### config.mk
export PLATFORM = sky130hd
export DESIGN_NAME = armleocpu_regfile_sb
export DESIGN_NICKNAME = d
export VERILOG_FILES = /design/src/rtl/armleocpu_regfile_sb_pkg.sv /design/src/rtl/armleocpu_regfile_scoreboard.sv /design/src/rtl/armleocpu_regfile_sb.sv
export SDC_FILE = /design/constraint.sdc
export NUM_CORES = 2
export LEC_CHECK = 0
export ABC_AREA = 1
export BUFFER_PORTS_ARGS = -buffer_cell sky130_fd_sc_hd__buf_2
export CAP_MARGIN = 5
export CORE_MARGIN = 3
export CORE_UTILIZATION = 45
export CTS_BUF_LIST = sky130_fd_sc_hd__clkbuf_8
export CTS_CLUSTER_DIAMETER = 50
export DETAILED_ROUTE_END_ITERATION = 10
export MAX_ROUTING_LAYER = met4
export REMOVE_ABC_BUFFERS = 1
export SLEW_MARGIN = 20
export SYNTH_ARGS = -nofsm -noshare
export SYNTH_HDL_FRONTEND = slang
export SYNTH_SLANG_ARGS = --single-unit
### constraint.sdc
create_clock -name clk -period 11.4 [get_ports clk]
set_input_delay 2.28 -clock clk [delete_from_list [all_inputs] [get_ports clk]]
set_output_delay 2.28 -clock clk [all_outputs]
set_load 0.02 [all_outputs]
### src/rtl/armleocpu_regfile_sb_pkg.sv
// Shared limits and address helpers for the scoreboarded register file.
package armleocpu_regfile_sb_pkg;

    localparam int unsigned MIN_REG_COUNT  = 2;
    localparam int unsigned MAX_REG_COUNT  = 64;
    localparam int unsigned MIN_READ_PORTS = 1;
    localparam int unsigned MAX_READ_PORTS = 4;

    // True when the address names real, writable storage (excludes hardwired x0 and holes).
    function automatic logic addr_writable(
        input int unsigned addr,
        input int unsigned reg_count,
        input logic        zero_reg
    );
        return (addr < reg_count) && !(zero_reg && (addr == 0));
    endfunction

endpackage

### src/rtl/armleocpu_regfile_scoreboard.sv
// Busy-bit scoreboard: tracks destinations with results still in flight.
module armleocpu_regfile_scoreboard
    import armleocpu_regfile_sb_pkg::*;
#(
    parameter int unsigned REG_COUNT = 32,
    parameter bit          ZERO_REG  = 1'b1,
    parameter int unsigned ADDR_W    = $clog2(REG_COUNT)
) (
    input  logic                 clk,
    input  logic                 rst_n,
    input  logic                 issue_valid,
    input  logic [ADDR_W-1:0]    issue_addr,
    output logic                 issue_ready_c,
    input  logic                 wb_valid,
    input  logic [ADDR_W-1:0]    wb_addr,
    input  logic                 flush,
    output logic [REG_COUNT-1:0] busy,
    output logic [ADDR_W:0]      busy_count
);

    localparam int unsigned CNT_W = ADDR_W + 1;

    logic                 issue_writable;
    logic                 wb_writable;
    logic                 wb_hits_issue;
    logic                 issue_fire;
    logic [REG_COUNT-1:0] busy_nxt;
    logic [CNT_W-1:0]     count_nxt;

    // A pending destination stalls a new reservation unless it retires this very cycle.
    always_comb begin
        issue_writable = addr_writable(32'(issue_addr), REG_COUNT, ZERO_REG);
        wb_writable    = addr_writable(32'(wb_addr), REG_COUNT, ZERO_REG);
        wb_hits_issue  = wb_valid && (wb_addr == issue_addr);
        issue_ready_c  = rst_n && !(issue_writable && busy[issue_addr] && !wb_hits_issue);
    end

    // Next busy vector: flush beats everything, a same-cycle reservation beats the retiring write.
    always_comb begin
        busy_nxt   = busy;
        count_nxt  = '0;
        issue_fire = issue_valid && issue_ready_c && issue_writable;
        if (flush) begin
            busy_nxt = '0;
        end else begin
            if (wb_valid && wb_writable) begin
                busy_nxt[wb_addr] = 1'b0;
            end
            if (issue_fire) begin
                busy_nxt[issue_addr] = 1'b1;
            end
        end
        for (int unsigned i = 0; i < REG_COUNT; i++) begin
            count_nxt = count_nxt + CNT_W'(busy_nxt[i]);
        end
    end

    // Busy bits and their population count move together on the clock edge.
    always_ff @(posedge clk or negedge rst_n) begin
        if (!rst_n) begin
            busy       <= '0;
            busy_count <= '0;
        end else begin
            busy       <= busy_nxt;
            busy_count <= count_nxt;
        end
    end

endmodule

### src/rtl/armleocpu_regfile_sb.sv
// Parametrised integer register file with busy scoreboard and writeback bypass.
module armleocpu_regfile_sb
    import armleocpu_regfile_sb_pkg::*;
#(
    parameter int unsigned XLEN       = 32,
    parameter int unsigned REG_COUNT  = 32,
    parameter int unsigned READ_PORTS = 2,
    parameter bit          ZERO_REG   = 1'b1,
    parameter int unsigned ADDR_W     = $clog2(REG_COUNT)
) (
    input  logic                         clk,
    input  logic                         rst_n,
    input  logic [READ_PORTS*ADDR_W-1:0] rs_addr,
    output logic [READ_PORTS*XLEN-1:0]   rs_rdata,
    output logic [READ_PORTS-1:0]        rs_busy,
    input  logic                         issue_valid,
    input  logic [ADDR_W-1:0]            issue_addr,
    output logic                         issue_ready,
    input  logic                         wb_valid,
    input  logic [ADDR_W-1:0]            wb_addr,
    input  logic [XLEN-1:0]              wb_data,
    input  logic                         flush,
    output logic [ADDR_W:0]              busy_count
);

    logic [XLEN-1:0]      regs [REG_COUNT];
    logic [REG_COUNT-1:0] busy;
    logic                 issue_ready_c;
    logic                 wb_writable;
    logic [ADDR_W-1:0]    rd_addr;
    logic                 rd_writable;
    logic                 rd_hits_wb;

    armleocpu_regfile_scoreboard #(
        .REG_COUNT (REG_COUNT),
        .ZERO_REG  (ZERO_REG),
        .ADDR_W    (ADDR_W)
    ) u_scoreboard (
        .clk           (clk),
        .rst_n         (rst_n),
        .issue_valid   (issue_valid),
        .issue_addr    (issue_addr),
        .issue_ready_c (issue_ready_c),
        .wb_valid      (wb_valid),
        .wb_addr       (wb_addr),
        .flush         (flush),
        .busy          (busy),
        .busy_count    (busy_count)
    );

    // Reservation handshake comes straight from the scoreboard.
    always_comb begin
        issue_ready = issue_ready_c;
        wb_writable = addr_writable(32'(wb_addr), REG_COUNT, ZERO_REG);
    end

    // Register storage; x0 and unmapped addresses never take a write.
    always_ff @(posedge clk or negedge rst_n) begin
        if (!rst_n) begin
            for (int unsigned i = 0; i < REG_COUNT; i++) begin
                regs[i] <= '0;
            end
        end else if (wb_valid && wb_writable) begin
            regs[wb_addr] <= wb_data;
        end
    end

    // Per-port operand mux: bypass the retiring value, mask hardwired/unmapped addresses to 0.
    always_comb begin
        rs_rdata    = '0;
        rs_busy     = '0;
        rd_addr     = '0;
        rd_writable = 1'b0;
        rd_hits_wb  = 1'b0;
        for (int unsigned i = 0; i < READ_PORTS; i++) begin
            rd_addr     = rs_addr[i*ADDR_W +: ADDR_W];
            rd_writable = addr_writable(32'(rd_addr), REG_COUNT, ZERO_REG);
            rd_hits_wb  = rst_n && wb_valid && (wb_addr == rd_addr);
            if (rd_writable) begin
                rs_rdata[i*XLEN +: XLEN] = rd_hits_wb ? wb_data : regs[rd_addr];
                rs_busy[i]               = busy[rd_addr] && !rd_hits_wb;
            end
        end
    end

endmodule

**Word level (Yosys, flattened, before mapping)**

Index checks and enable logic that the tools add are counted.

- Word-level logic and storage cells: 138
- Output and inout bits: 73
- Flip-flop bits (word level): 1062
- Input port bits: 57

- Bitwise operators: 6
- Mux-type cells: 29
- Equal/unequal tests: 3
- $lt $le $gt $ge: 10
- Reduce and logical (&&, ||, !) cells: 25
- Add/sub/neg operators: 31

Operators by type and width:

| kind | number |
|---|---|
| $bwmux W1024 | 1 |
| $mux W32 | 13 |
| $bmux W32 S5 | 2 |
| $add A6 B1 Y6 | 30 |
| $demux W32 S5 | 1 |
| $and A32 B32 Y32 | 1 |
| $not A32 Y32 | 1 |
| $or A32 B32 Y32 | 1 |
| $lt A5 B6 Y1 const B | 4 |
| $logic_not A5 Y1 | 4 |
| $ge A6 B6 Y1 const B | 3 |
| $not A5 Y6 | 3 |
| $bmux W1 S5 | 3 |
| $eq A5 B5 Y1 | 3 |
| $logic_and A1 B1 Y1 | 15 |
| $demux W1 S5 | 2 |
| $ge A5 B1 Y1 const B | 2 |
| $mux W1 | 7 |
| $logic_not A1 Y1 | 6 |
| $lt A6 B1 Y1 const B | 1 |
| $add A1 B1 Y2 | 1 |

**Depth between registers and ports, before layout**

- Depth after elaboration: 42
- Depth in mapped cells: 35
- Gate-level depth less buffers: 32

**Cells and area by module**

A second synthesis with hierarchy kept.

- Cell total of the unflattened synthesis: 8902
- Area total of the unflattened synthesis: 61761.7 µm²

By module, submodules not included:

| module | area an instance (µm²) | cells each | instances | sequential area each (µm²) |
|---|---|---|---|---|
| armleocpu_regfile_sb | 58180.8 | 8393 | 1 | 25624.6 |
| armleocpu_regfile_scoreboard | 3580.9 | 509 | 1 | 950.9 |

**Least setup slack after synthesis**

OpenSTA, ideal clock, no wires.

- Path type: input -> register
- From: input issue_addr[0]
- To: register u_scoreboard.busy_count[4]
- Arrival: 7.864 ns
- Path slack: 3.457 ns
- Path buffers: 3
- Data required time: 11.321 ns
- Stages on the path: 27
- Setup time: 0.079 ns
- Cells stage by stage: buf_4 > buf_4 > nand2_1 > o21ai_0 > nand2_1 > nand2_1 > nand2_1 > nand2_1 > nor2_1 > nand2_2 > a21oi_4 > buf_6 > nand4_1 > nand2_1 > nor2_1 > ha_1 > inv_1 > fa_1 > fa_1 > fa_1 > fa_1 > fa_1 > fa_1 > fa_1 > fa_1 > o21ai_0 > xor2_1

- Word-level cells in the longest chain between the ends: 41
- Elaborated cells on any way between the ends: 52
- Classes of those cells: add/sub (31); order compare (2); eq/ne (1); mux (6); bitwise (1); reduce/logical (11)

Ends and longest elaborated chain:

| element | RTL line | RTL |
|---|---|---|
| start, declared | armleocpu_regfile_sb.sv:17 | `input logic [ADDR_W-1:0] issue_addr,` |
| $bmux W1 S5, or another cell as far along | armleocpu_regfile_scoreboard.sv:35 | `issue_ready_c = rst_n && !(issue_writable && busy[issue_addr] && !wb_hits_issue);` |
| $mux W1 (not written as such), or another cell as far along | armleocpu_regfile_scoreboard.sv:35 |  |
| $logic_and A1 B1 Y1 / $logic_not A1 Y1 (equally long branches) | armleocpu_regfile_scoreboard.sv:35 |  |
| $logic_and A1 B1 Y1 (*) | armleocpu_regfile_scoreboard.sv:35 |  |
| $logic_not A1 Y1 (*) | armleocpu_regfile_scoreboard.sv:35 |  |
| $logic_and A1 B1 Y1 (*) | armleocpu_regfile_scoreboard.sv:35 |  |
| net issue_ready | armleocpu_regfile_sb.sv:18 | `output logic issue_ready,` |
| $logic_and A1 B1 Y1 (*) (2 in series) | armleocpu_regfile_scoreboard.sv:42 | `issue_fire = issue_valid && issue_ready_c && issue_writable;` |
| $mux W32 (*) | armleocpu_regfile_scoreboard.sv:49 | `if (issue_fire) begin` |
| $mux W32 (*) | armleocpu_regfile_scoreboard.sv:43 | `if (flush) begin` |
| net u_scoreboard.busy_nxt[1] | armleocpu_regfile_scoreboard.sv:27 | `logic [REG_COUNT-1:0] busy_nxt;` |
| $add A1 B1 Y2 (*) | armleocpu_regfile_scoreboard.sv:54 | `count_nxt = count_nxt + CNT_W'(busy_nxt[i]);` |
| $add A6 B1 Y6 (*) (30 in series) | armleocpu_regfile_scoreboard.sv:54 |  |
| net u_scoreboard.count_nxt[4] | armleocpu_regfile_scoreboard.sv:28 | `logic [CNT_W-1:0] count_nxt;` |
| end signal, assigned | armleocpu_regfile_scoreboard.sv:65 | `busy_count <= count_nxt;` |
| end, declared | armleocpu_regfile_scoreboard.sv:18 | `output logic [ADDR_W:0] busy_count` |

Mark *: on every way through the listed nets, which the timed path passes. The rest lies on a longest branch. The select of a mux whose other input is x is not followed.
A chain may end at the register's enable or synchronous reset.

**Final worst setup path**

- From: input rs_addr[8]
- To: output rs_rdata[53]

- Word-level cells in the longest chain between the ends: 6
- Elaborated cells on any way between the ends: 9
- Classes of those cells: eq/ne (1); mux (5); bitwise (1); reduce/logical (2)

Ends and longest elaborated chain:

| element | RTL line | RTL |
|---|---|---|
| start, declared | armleocpu_regfile_sb.sv:13 | `input logic [READ_PORTS*ADDR_W-1:0] rs_addr,` |
| $not A5 Y6 (not written as such) | armleocpu_regfile_sb.sv:80 | `rs_rdata[i*XLEN +: XLEN] = rd_hits_wb ? wb_data : regs[rd_addr];` |
| $bmux W32 S5 | armleocpu_regfile_sb.sv:80 |  |
| $mux W32 (not written as such) (2 in series) | armleocpu_regfile_sb.sv:80 |  |
| $mux W32 | armleocpu_regfile_sb.sv:80 |  |
| $mux W32 (*) | armleocpu_regfile_sb.sv:79 | `if (rd_writable) begin` |
| end, declared | armleocpu_regfile_sb.sv:14 | `output logic [READ_PORTS*XLEN-1:0] rs_rdata,` |

Mark *: on every way between the ends. The rest lies on a longest branch, timed or not. The select of a mux whose other input is x is not followed.

==> run_results.csv <==
group,metric,value,unit
timing,tightest_slew,1.20,ns
drt,num_vias,58799,
cells_and_area,final_util,49.0,%
cts,cts_hold_buffers,0,
flow_run,drv_cap,0,
global_route,grt_max_degree,206,
pwr,pwr_density_cell,169,mW/mm^2
floorplan,rows,133,
floorplan,pin_count,130,
drt,wl_per_cell,24.8,um
cells_and_area,ff_latch_area,0.0266,mm^2
timing,finClkSkew,0.0118,ns
timing,fin_ws,3.00,ns
synthesis,synth_warnings,0,
floorplan,die_x,371,um
timing,drv_slew,0,
cts,clock-root-buffer,"clkbuf_8",
cells_and_area,final_nets,7827,
global_route,grt_pass1_vias,54101,
timing,relSlewSlack,20.0,%
cells_and_area,multi_input_area,0.0280,mm^2
drt,drc_errors,0,
floorplan,coreArea,0.132,mm^2
cts,cts_max_path_buffers,3,
setup_path,path_class,"in2out",
synthesis,synth.area.top_cells,"dfrtp_1, o21ai_0, nand2_1",
synthesis,yosys_register_bits,1062,
place,gp_congestion,0.911,
synthesis,synth_cells,8081,
setup_path,crit_required,9.12,ns
synthesis,synthesis.area,0.0598,mm^2
place,place_hpwl,131000,um
timing,rsz0062_at_grt,"false",
timing,finalCritPeriodShare,73.7,%
place,portBuffers,129,
synthesis,synth_top_area_share,44.4,%
timing,setup_viol,0,
global_route,gr-total-overflow,0,
synthesis,ys_seq_area_share,44.4,%
cts,cts_tree,"built",
synthesis,yosysTopAreaCell,"dfrtp_1",
timing,fin_setup_tns,0,ns
global_route,antenna_found_initial,15,
setup_path,critPathArrivalTime,6.12,ns
cts,insertion_delay,0.93,ns
pwr,p_leak,28.8,nW
setup_path,critPathMaxFanout,71,
global_route,grt_pass1_wl,356000,um
cts,clk_pin_slew,0.06,ns
timing,hold_viol,0,
floorplan,die_area,0.137,mm^2
timing,max_freq,0.119,GHz
floorplan,dieHeight,371,um
drt,viasPerCell,6.09,
cts,post-cts-setup-buffers,0,
drt,wl,240000,um
floorplan,start_util,45.4,%
cells_and_area,n_fill_cell,13209,
drt,drtPass1Iterations,8,
cts,clock-sinks,1062,
place,place_ws,2.08,ns
cts,numCtsBuffers,190,
setup_path,start_kind,"input port",
cells_and_area,syn_to_final_growth,7.89,%
cts,htree_levels,4,
global_route,grtUsageTotal,35.4,%
status,status,"complete, no violations",
drt,ant_nets,0,
synthesis,synth_cell_type_count,41,
drt,drt_iter0_drc,8059,
synthesis,avgSynthCellArea,7.40,um^2
hold_path,hold_path.class,"reg2reg",
setup_path,end_kind,"output pin",
pwr,vdd.ir_drop.worst,0.000128,V
cells_and_area,drive_above_1_share,7.61,%
cts,ctsResizeCount,0,
timing,period_needed,8.40,ns
final timing paths:
| path | cells past startpoint | end | startpoint | slack (ns) |
|---|---|---|---|---|
| max | 9 | rs_rdata[53] | rs_addr[8] | 3.00 |
| min | 0 | regs[1001] | regs[1001] | 0.38 |
| max reg2reg | 24 | u_scoreboard.busy_count[4] | u_scoreboard.busy[4] | 4.49 |
| min reg2reg | 0 | regs[1001] | regs[1001] | 0.38 |
| max in group asynchronous | 5 | regs[625] | rst_n | 6.34 |
| min in group asynchronous | 1 | regs[792] | rst_n | 1.24 |
cell families after synthesis:
| logic type | share of synthesized area (%) |
|---|---|
| buffers and inverters | 9.19 |
| adders and majority gates | 0.970 |
| and+or+nand+nor | 19.2 |
| DFF | 44.4 |
| xor gates and xnor gates | 0.102 |
| AOI/OAI and AO/OA | 26.1 |
routing by layer:
layer,up-vias,track usage [%],routed length (um)
met5,-,-,0
met3,687,5.73,23600
met1,28188,47.6,98800
met4,0,16.3,12200
met2,3215,52.3,105000
li1,26709,-,-
synth_stat cells, drive strengths merged:
library cell and count:
o21ai 1747, o221ai 34, inv 597, xor2 6
dlygate4sd1 2, buf 248, ha 8, nand3 558
o31ai 28, a21boi 1, a41oi 3, nor4 2
dfrtp 1062, o2111ai 104, fa 24, nand4 46
clkbuf 525, o211ai 359, clkinv 5, a21oi 471
nor3 28, nand2 1837, a211oi 2, a22oi 17
xnor2 1, nor2 333, a31oi 11, o22ai 22
layout make-up:
cell class | instances | share of cell area, %
clock buffers | 235 | 5.01
clock inverters | 105 | 0.950
inverters | 602 | 3.53
multi-input cells | 5642 | 43.3
repair buffers | 240 | 2.57
flip-flops and latches | 1062 | 41.2
well taps | 1755 | 3.40
diodes | 9 | 0.0349
registers in the layout, summed over array words and instances (netlist names):
name and cells:
regs 1024, u_scoreboard.busy 32, u_scoreboard.busy_count 6
power by group:
part | switching (mW) | internal [mW]
combinational | 1.51 | 0.780
sequential | 0.443 | 4.47
clock | 1.74 | 1.93
total | 3.70 | 7.19
cell usage in the layout (no fill, tap or decap), types with 26 or more instances in the layout:
cell	count
clkbuf_8	235
dfrtp_1	1062
nor2_1	314
nand4_1	42
clkinv_2	26
nand2_1	1815
inv_1	632
o31ai_1	28
buf_4	108
o21ai_0	1726
o211ai_1	359
buf_2	118
o2111ai_1	104
o221ai_1	34
a21oi_1	470
nand3_1	557
critical path, cell delays in order:
cell and delay [ns]:
buf_4 0.42, buf_12 0.55, nor2_1 0.11, nor4_1 0.55, nand2_4 0.56, inv_1 0.88
a41oi_1 0.11, a21oi_1 0.28, buf_2 0.22
metrics by stage:
stage | instance area, um^2 | power [mW] | hold slack, ns | instances
global placement | 60700 | 7.16 | 0.365 | 9301
detailed placement | 60700 | 7.22 | 0.366 | 9301
global route | 64500 | 11.5 | 0.387 | 9648
CTS | 64500 | 10.9 | 0.379 | 9641
floorplan | 56600 | 6.31 | 0.354 | 7306
finish | 64600 | 10.9 | 0.377 | 9650
Note: power is estimated with default switching activity, not from simulation.
